File: config.mk
export PLATFORM = sky130hd
export DESIGN_NAME = dcpu16_mbus_arb
export DESIGN_NICKNAME = d
export VERILOG_FILES = /design/src/rtl/dcpu16_arb_pkg.sv /design/src/rtl/dcpu16_arb_wdt.sv /design/src/rtl/dcpu16_mbus_arb.sv
export SDC_FILE = /design/constraint.sdc
export NUM_CORES = 1
export LEC_CHECK = 0
export CORE_ASPECT_RATIO = 0.8
export CORE_MARGIN = 2
export CORE_UTILIZATION = 31
export CTS_CLUSTER_DIAMETER = 200
export DETAILED_ROUTE_END_ITERATION = 7
export HOLD_SLACK_MARGIN = 0.05
export PLACE_DENSITY = 0.87
export SLEW_MARGIN = 40
export SYNTH_ARGS = -nofsm -noshare
export SYNTH_HDL_FRONTEND = slang
export SYNTH_HIERARCHICAL = 1
export SYNTH_SLANG_ARGS = --single-unit
File: constraint.sdc
create_clock -name clk -period 4.7 [get_ports clk]
set_input_delay 0.94 -clock clk [delete_from_list [all_inputs] [get_ports clk]]
set_output_delay 0.94 -clock clk [all_outputs]
set_load 0.005 [all_outputs]
File: src/rtl/dcpu16_arb_pkg.sv
// Shared definitions for the DCPU16 memory-bus arbiter: state encoding,
// default watchdog limit and watchdog counter width.
package dcpu16_arb_pkg;

  // Arbiter state encoding
  localparam logic [1:0] ST_IDLE  = 2'd0;
  localparam logic [1:0] ST_GNT_F = 2'd1;
  localparam logic [1:0] ST_GNT_G = 2'd2;

  // Default watchdog limit: grant cycles without m_ack before error termination
  localparam int TMO_DEFAULT = 15;

  // Watchdog counter width; limits TMO to 1..255
  localparam int WDT_W = 8;

  typedef enum logic [1:0] {
    S_IDLE  = ST_IDLE,
    S_GNT_F = ST_GNT_F,
    S_GNT_G = ST_GNT_G
  } arb_state_e;

  // Round-robin choice on contention: serve the port that was not served last
  function automatic logic rr_pick_g(input logic last_g);
    return ~last_g;
  endfunction

endpackage

File: src/rtl/dcpu16_arb_wdt.sv
// Watchdog for the memory-bus arbiter: a clear/enable cycle counter whose
// expiry output is high while the count equals the configured limit.
module dcpu16_arb_wdt
  import dcpu16_arb_pkg::*;
#(
  parameter int TMO = TMO_DEFAULT
) (
  input  logic clk,
  input  logic rst,
  input  logic clr,
  input  logic en,
  output logic exp
);

  logic [WDT_W-1:0] cnt_q;

  // Count enabled cycles; clear wins over enable; saturate rather than wrap
  always_ff @(posedge clk or posedge rst) begin
    if (rst) begin
      cnt_q <= '0;
    end else if (clr) begin
      cnt_q <= '0;
    end else if (en && (cnt_q != {WDT_W{1'b1}})) begin
      cnt_q <= cnt_q + 1'b1;
    end
  end

  assign exp = (cnt_q == WDT_W'(TMO));

endmodule

File: src/rtl/dcpu16_mbus_arb.sv
// DCPU16 memory-bus arbiter: shares one single-port Wishbone-style memory
// between the fetch (f) and data (g) buses, one grant at a time, with a
// watchdog that turns an unanswered access into an error-terminated cycle.
//
// Configuration macro DCPU16_ARB_RR_EN:
//   defined   - round-robin on contention (f wins the first contention)
//   undefined - fixed priority, g always wins contention
//
// Handshake: a port raises x_stb and holds it (with adr/wre/dto stable)
// until x_ack or x_err is seen high for one cycle; the cycle ends at that
// clock edge. Every grant is followed by exactly one IDLE cycle.
//
// dbg_state exposes the FSM state (ST_* encoding from the package).
module dcpu16_mbus_arb
  import dcpu16_arb_pkg::*;
#(
  parameter int AW  = 16,
  parameter int DW  = 16,
  parameter int TMO = TMO_DEFAULT
) (
  input  logic          clk,
  input  logic          rst,
  // fetch bus
  input  logic [AW-1:0] f_adr,
  input  logic          f_stb,
  input  logic          f_wre,
  input  logic [DW-1:0] f_dto,
  output logic [DW-1:0] f_dti,
  output logic          f_ack,
  output logic          f_err,
  // data bus
  input  logic [AW-1:0] g_adr,
  input  logic          g_stb,
  input  logic          g_wre,
  input  logic [DW-1:0] g_dto,
  output logic [DW-1:0] g_dti,
  output logic          g_ack,
  output logic          g_err,
  // memory
  output logic [AW-1:0] m_adr,
  output logic          m_stb,
  output logic          m_wre,
  output logic [DW-1:0] m_dto,
  input  logic [DW-1:0] m_dti,
  input  logic          m_ack,
  // debug
  output logic [1:0]    dbg_state
);

  arb_state_e state_q;
  arb_state_e state_d;

  logic gnt_f;
  logic gnt_g;
  logic pick_g;
  logic wdt_clr;
  logic wdt_en;
  logic wdt_exp;

  assign gnt_f = (state_q == S_GNT_F);
  assign gnt_g = (state_q == S_GNT_G);

  // ---------------------------------------------------------------------
  // Contention policy
  // ---------------------------------------------------------------------
`ifdef DCPU16_ARB_RR_EN
  logic last_g_q;

  // Remember which port was granted last; reset value lets f win first
  always_ff @(posedge clk or posedge rst) begin
    if (rst) begin
      last_g_q <= 1'b1;
    end else if ((state_q == S_IDLE) && (state_d == S_GNT_G)) begin
      last_g_q <= 1'b1;
    end else if ((state_q == S_IDLE) && (state_d == S_GNT_F)) begin
      last_g_q <= 1'b0;
    end
  end

  assign pick_g = rr_pick_g(last_g_q);
`else
  // Fixed priority: g wins every contention; f may starve under g traffic
  assign pick_g = 1'b1;
`endif

  // ---------------------------------------------------------------------
  // FSM
  // ---------------------------------------------------------------------

  // State register; reset forces IDLE immediately so m_stb drops at once
  always_ff @(posedge clk or posedge rst) begin
    if (rst) begin
      state_q <= S_IDLE;
    end else begin
      state_q <= state_d;
    end
  end

  // Next state: grant from IDLE, return to IDLE on ack, expiry or dropped stb
  always_comb begin
    state_d = state_q;
    case (state_q)
      S_IDLE: begin
        if (f_stb && g_stb) begin
          state_d = pick_g ? S_GNT_G : S_GNT_F;
        end else if (f_stb) begin
          state_d = S_GNT_F;
        end else if (g_stb) begin
          state_d = S_GNT_G;
        end
      end
      S_GNT_F: begin
        if (!f_stb || m_ack || wdt_exp) begin
          state_d = S_IDLE;
        end
      end
      S_GNT_G: begin
        if (!g_stb || m_ack || wdt_exp) begin
          state_d = S_IDLE;
        end
      end
      default: begin
        state_d = S_IDLE;
      end
    endcase
  end

  assign dbg_state = state_q;

  // ---------------------------------------------------------------------
  // Watchdog: counts grant cycles, cleared on every return to IDLE
  // ---------------------------------------------------------------------
  assign wdt_clr = (state_d == S_IDLE);
  assign wdt_en  = (state_q != S_IDLE);

  dcpu16_arb_wdt #(
    .TMO (TMO)
  ) u_wdt (
    .clk (clk),
    .rst (rst),
    .clr (wdt_clr),
    .en  (wdt_en),
    .exp (wdt_exp)
  );

  // ---------------------------------------------------------------------
  // Memory-side mux and port responses
  // ---------------------------------------------------------------------

  // Route the granted port to the memory; bus is all-zero without a grant
  always_comb begin
    m_adr = '0;
    m_stb = 1'b0;
    m_wre = 1'b0;
    m_dto = '0;
    case (state_q)
      S_GNT_F: begin
        m_adr = f_adr;
        m_stb = f_stb;
        m_wre = f_wre;
        m_dto = f_dto;
      end
      S_GNT_G: begin
        m_adr = g_adr;
        m_stb = g_stb;
        m_wre = g_wre;
        m_dto = g_dto;
      end
      default: begin
      end
    endcase
  end

  // Read data is broadcast; only the granted port sees ack or err.
  // An ack arriving in the expiry cycle wins, so err is masked by m_ack.
  assign f_dti = m_dti;
  assign g_dti = m_dti;
  assign f_ack = m_ack & gnt_f;
  assign g_ack = m_ack & gnt_g;
  assign f_err = wdt_exp & ~m_ack & gnt_f;
  assign g_err = wdt_exp & ~m_ack & gnt_g;

endmodule

==> run_results.csv <==
group,metric,value,unit
critical_path,path_cells,"inv_1 -> ha_1 -> buf_4 -> a22oi_4 -> and2b_1 -> clkdlybuf4s50_1",
critical_path,cpPeakStageDelay,0.54,ns
floorplan,row_count,22,
finish,n_fill_cell,440,
hold_path,worstHoldPathCells,1,
floorplan,initial_core_util,0.323,
synth,synthCells,184,
cts,clock_path_buffers,2,
synth,synth_area,1490,sq um
power,power_frac_seq,0.123,
global_route,grt_usage,0.178,
global_route,grt_max_degree,37,
route,drcViolationCount,0,
timing,tightest_slew,0.728,ns
global_route,grt_pass1_vias,1540,
timing,min_period,3.47,ns
timing,setup_viol,0,
critical_path,rr_worst_depth,7,
finish,fin_nets,347,
power,p_per_area,389,nW/um^2
synth,yosysMostFrequentCell,"nor2b_1",
synth,synth_flop_cell,"dfrtp_1",
route,postRouteAntennaNets,0,
synth,ys_ff_latch,10,
timing,setup_ws,1.23,ns
cts,path_clk_slew,0.05,ns
cts,tritoncts,"built",
floorplan,die_y,66.1,um
synth,synth_warnings,6,
placed_design,dpl_worst_slack,1.42,ns
power,finalPower,0.000942,W
synth,synthDistinctLibCells,40,
global_route,grt_pass1_wl,7520,um
floorplan,core,4620,sq um
power,leakagePower,0.891,nW
critical_path,worstPathArrival,2.53,ns
timing,timing.hold.ws,0.530,ns
cts,clkLatencyLatePin,0.24,ns
critical_path,cp_data_required_time,3.76,ns
placed_design,dp_hpwl,3850,um
placed_design,portBuffers,110,
power,irDropWorstVdd,0.166,mV
timing,finalHoldViolations,0,
route,vias_per_cell,5.00,
timing,slew_viol_final,0,
synth,synthArstFlopShare,1.00,
cts,cts_max_level,1,
timing,finalCritPeriodShare,0.737,
cts,postCtsSetupRepairBufs,0,
route,drt_iter0_drc,104,
power,intPower,0.000580,W
route,wirelength,4870,um
power,p_sw,0.000362,W
synth,synth_common_cells,"37 x nor2b_1, 33 x a22oi_1, 33 x buf_4, 10 x dfrtp_1",
power,power_frac_comb,0.761,
global_route,grt.overflow.total,0,
floorplan,ios,159,
cts,cts-root-buf,"clkbuf_8",
finish,diodes,0,
synth,seq_area_frac_synth,0.168,
timing,rsz0062_at_grt,"no",
floorplan,die_width,81.6,um
timing,timing.fmax,289,MHz
route,drt_pass1_iterations,4,
critical_path,cp_slowest_cell,"ha_1",
synth,synthTopCellsByArea,"dfrtp_1 17%, a22oi_1 17%, buf_4 17%",
synth,synth_edf_count,0,
timing,final.setup.tns,0,ns
floorplan,dieArea,5390,sq um
synth,syn_avg_cell_area,8.12,sq um
critical_path,start_kind,"register",
synth,syn_nets,276,
critical_path,crit_fanout,19,
power,switching_share,0.384,
finish,final_util,0.524,
cts,clkSinkCount,10,
cts,postCtsHoldBufs,0,
cts,ctsResizeCount,0,
status,status,"complete, no violations",
global_route,antenna_found_initial,0,
timing,fin_skew,0.00364,ns
power,clkPwrFrac,0.116,
cts,cts_made_buffers,3,
synth,synth_top_cell_by_area,"dfrtp_1",
timing,slew_headroom,0.510,
job,drv_cap,0,
synth,synth.top_cell.area_share,0.168,
critical_path,endpoint_kind,"output port",
placed_design,routabilityCongestion,0.741,
route,wl_per_cell,15.5,um
route,num_vias,1571,
finish,drive_above_1_share,0.0551,
critical_path,crit_type,"reg2out",
finish,syn2layout_area_growth,62.1,%
hold_path,hold_class,"reg2reg",
-- worst max-delay path: cells and delay by family, from the launching register on --
family	cells	cell delay, ns
and+or+nand+nor	1	0.22
AOI/OAI and AO/OA	1	0.11
DFF	1	0.43
adders and majority gates	1	0.54
buffers and inverters	3	0.99
-- cell type report --
class | count | area (sq um) | share of cell area
inverter | 6 | 22.5 | 0.00930
clock buffer | 4 | 55.1 | 0.0227
sequential | 10 | 250 | 0.103
timing repair buffer | 112 | 1120 | 0.461
tap | 60 | 75.1 | 0.0310
multi-input combinational | 122 | 903 | 0.373
-- kinds of logic (layout without fill, tap and decap cells) --
kind of cell               Yosys count  count (layout)  share of synthesized area
and+or+nand+nor                     64              64                      0.271
buffers and inverters               52             122                      0.234
AOI/OAI and AO/OA                   50              50                      0.262
DFF                                 10              10                      0.168
adders and majority gates            5               5                     0.0419
muxes                                3               3                     0.0243
-- placed cells by master (no fill, tap or decap), types with 2 or more instances in the layout --
cell type        count
dfrtp_1             10
nor2_1               4
a22oi_1             33
nor2b_1             37
buf_4                2
clkdlybuf4s50_1    110
a21oi_1              2
nand3_1              2
and3b_1              2
inv_1                6
and2_1               2
nor3_1               2
a41oi_1              2
clkbuf_8             4
ha_1                 4
nand2b_1             2
a211oi_1             2
a31oi_1              3
nor3b_1              2
nor4_1               2
nand4_1              2
-- metal layers --
metal,global-route usage,wire length (um)
met5,0,0
met4,0.0458,44
met3,0.0546,407
met2,0.309,2330
met1,0.213,2090
-- power by group through the flow --
| stage | Combinational [W] | Sequential (W) | Clock [W] |
|---|---|---|---|
| finish | 0.000717 | 0.000116 | 0.000109 |
| global route | 0.000787 | 0.000119 | 0.000120 |
| CTS | 0.000718 | 0.000116 | 0.000113 |
| detailed placement | 0.000716 | 0.000117 | 0 |
| global placement | 0.000700 | 0.000116 | 0 |
| floorplan | 0.000429 | 0.000114 | 0 |
-- worst paths after layout --
kind                                             from                    endpoint  slack [ns]
setup / recovery               dbg_state[1]$_DFF_PP0_                       m_stb        1.23
min in group asynchronous                         rst      dbg_state[1]$_DFF_PP0_        0.89
max in group asynchronous                         rst  u_wdt/cnt_q[5]$_DFFE_PP0P_        3.46
hold / removal             u_wdt/cnt_q[5]$_DFFE_PP0P_  u_wdt/cnt_q[5]$_DFFE_PP0P_        0.53
setup reg to reg           u_wdt/cnt_q[0]$_DFFE_PP0P_  u_wdt/cnt_q[3]$_DFFE_PP0P_        2.14
hold reg to reg            u_wdt/cnt_q[5]$_DFFE_PP0P_  u_wdt/cnt_q[5]$_DFFE_PP0P_        0.53
-- state kept, by name, summed over array words and instances (netlist names) --
name,flops
u_wdt/cnt_q,8
dbg_state,2
-- metrics by stage --
step,instance area [sq um],std cells
2_1_floorplan,1490,184
3_3_place_gp,2360,310
3_5_place_dp,2360,310
4_1_cts,2410,314
5_1_grt,2420,314
6_report,2420,314
No activity file was read; power rests on OpenSTA's default activity.
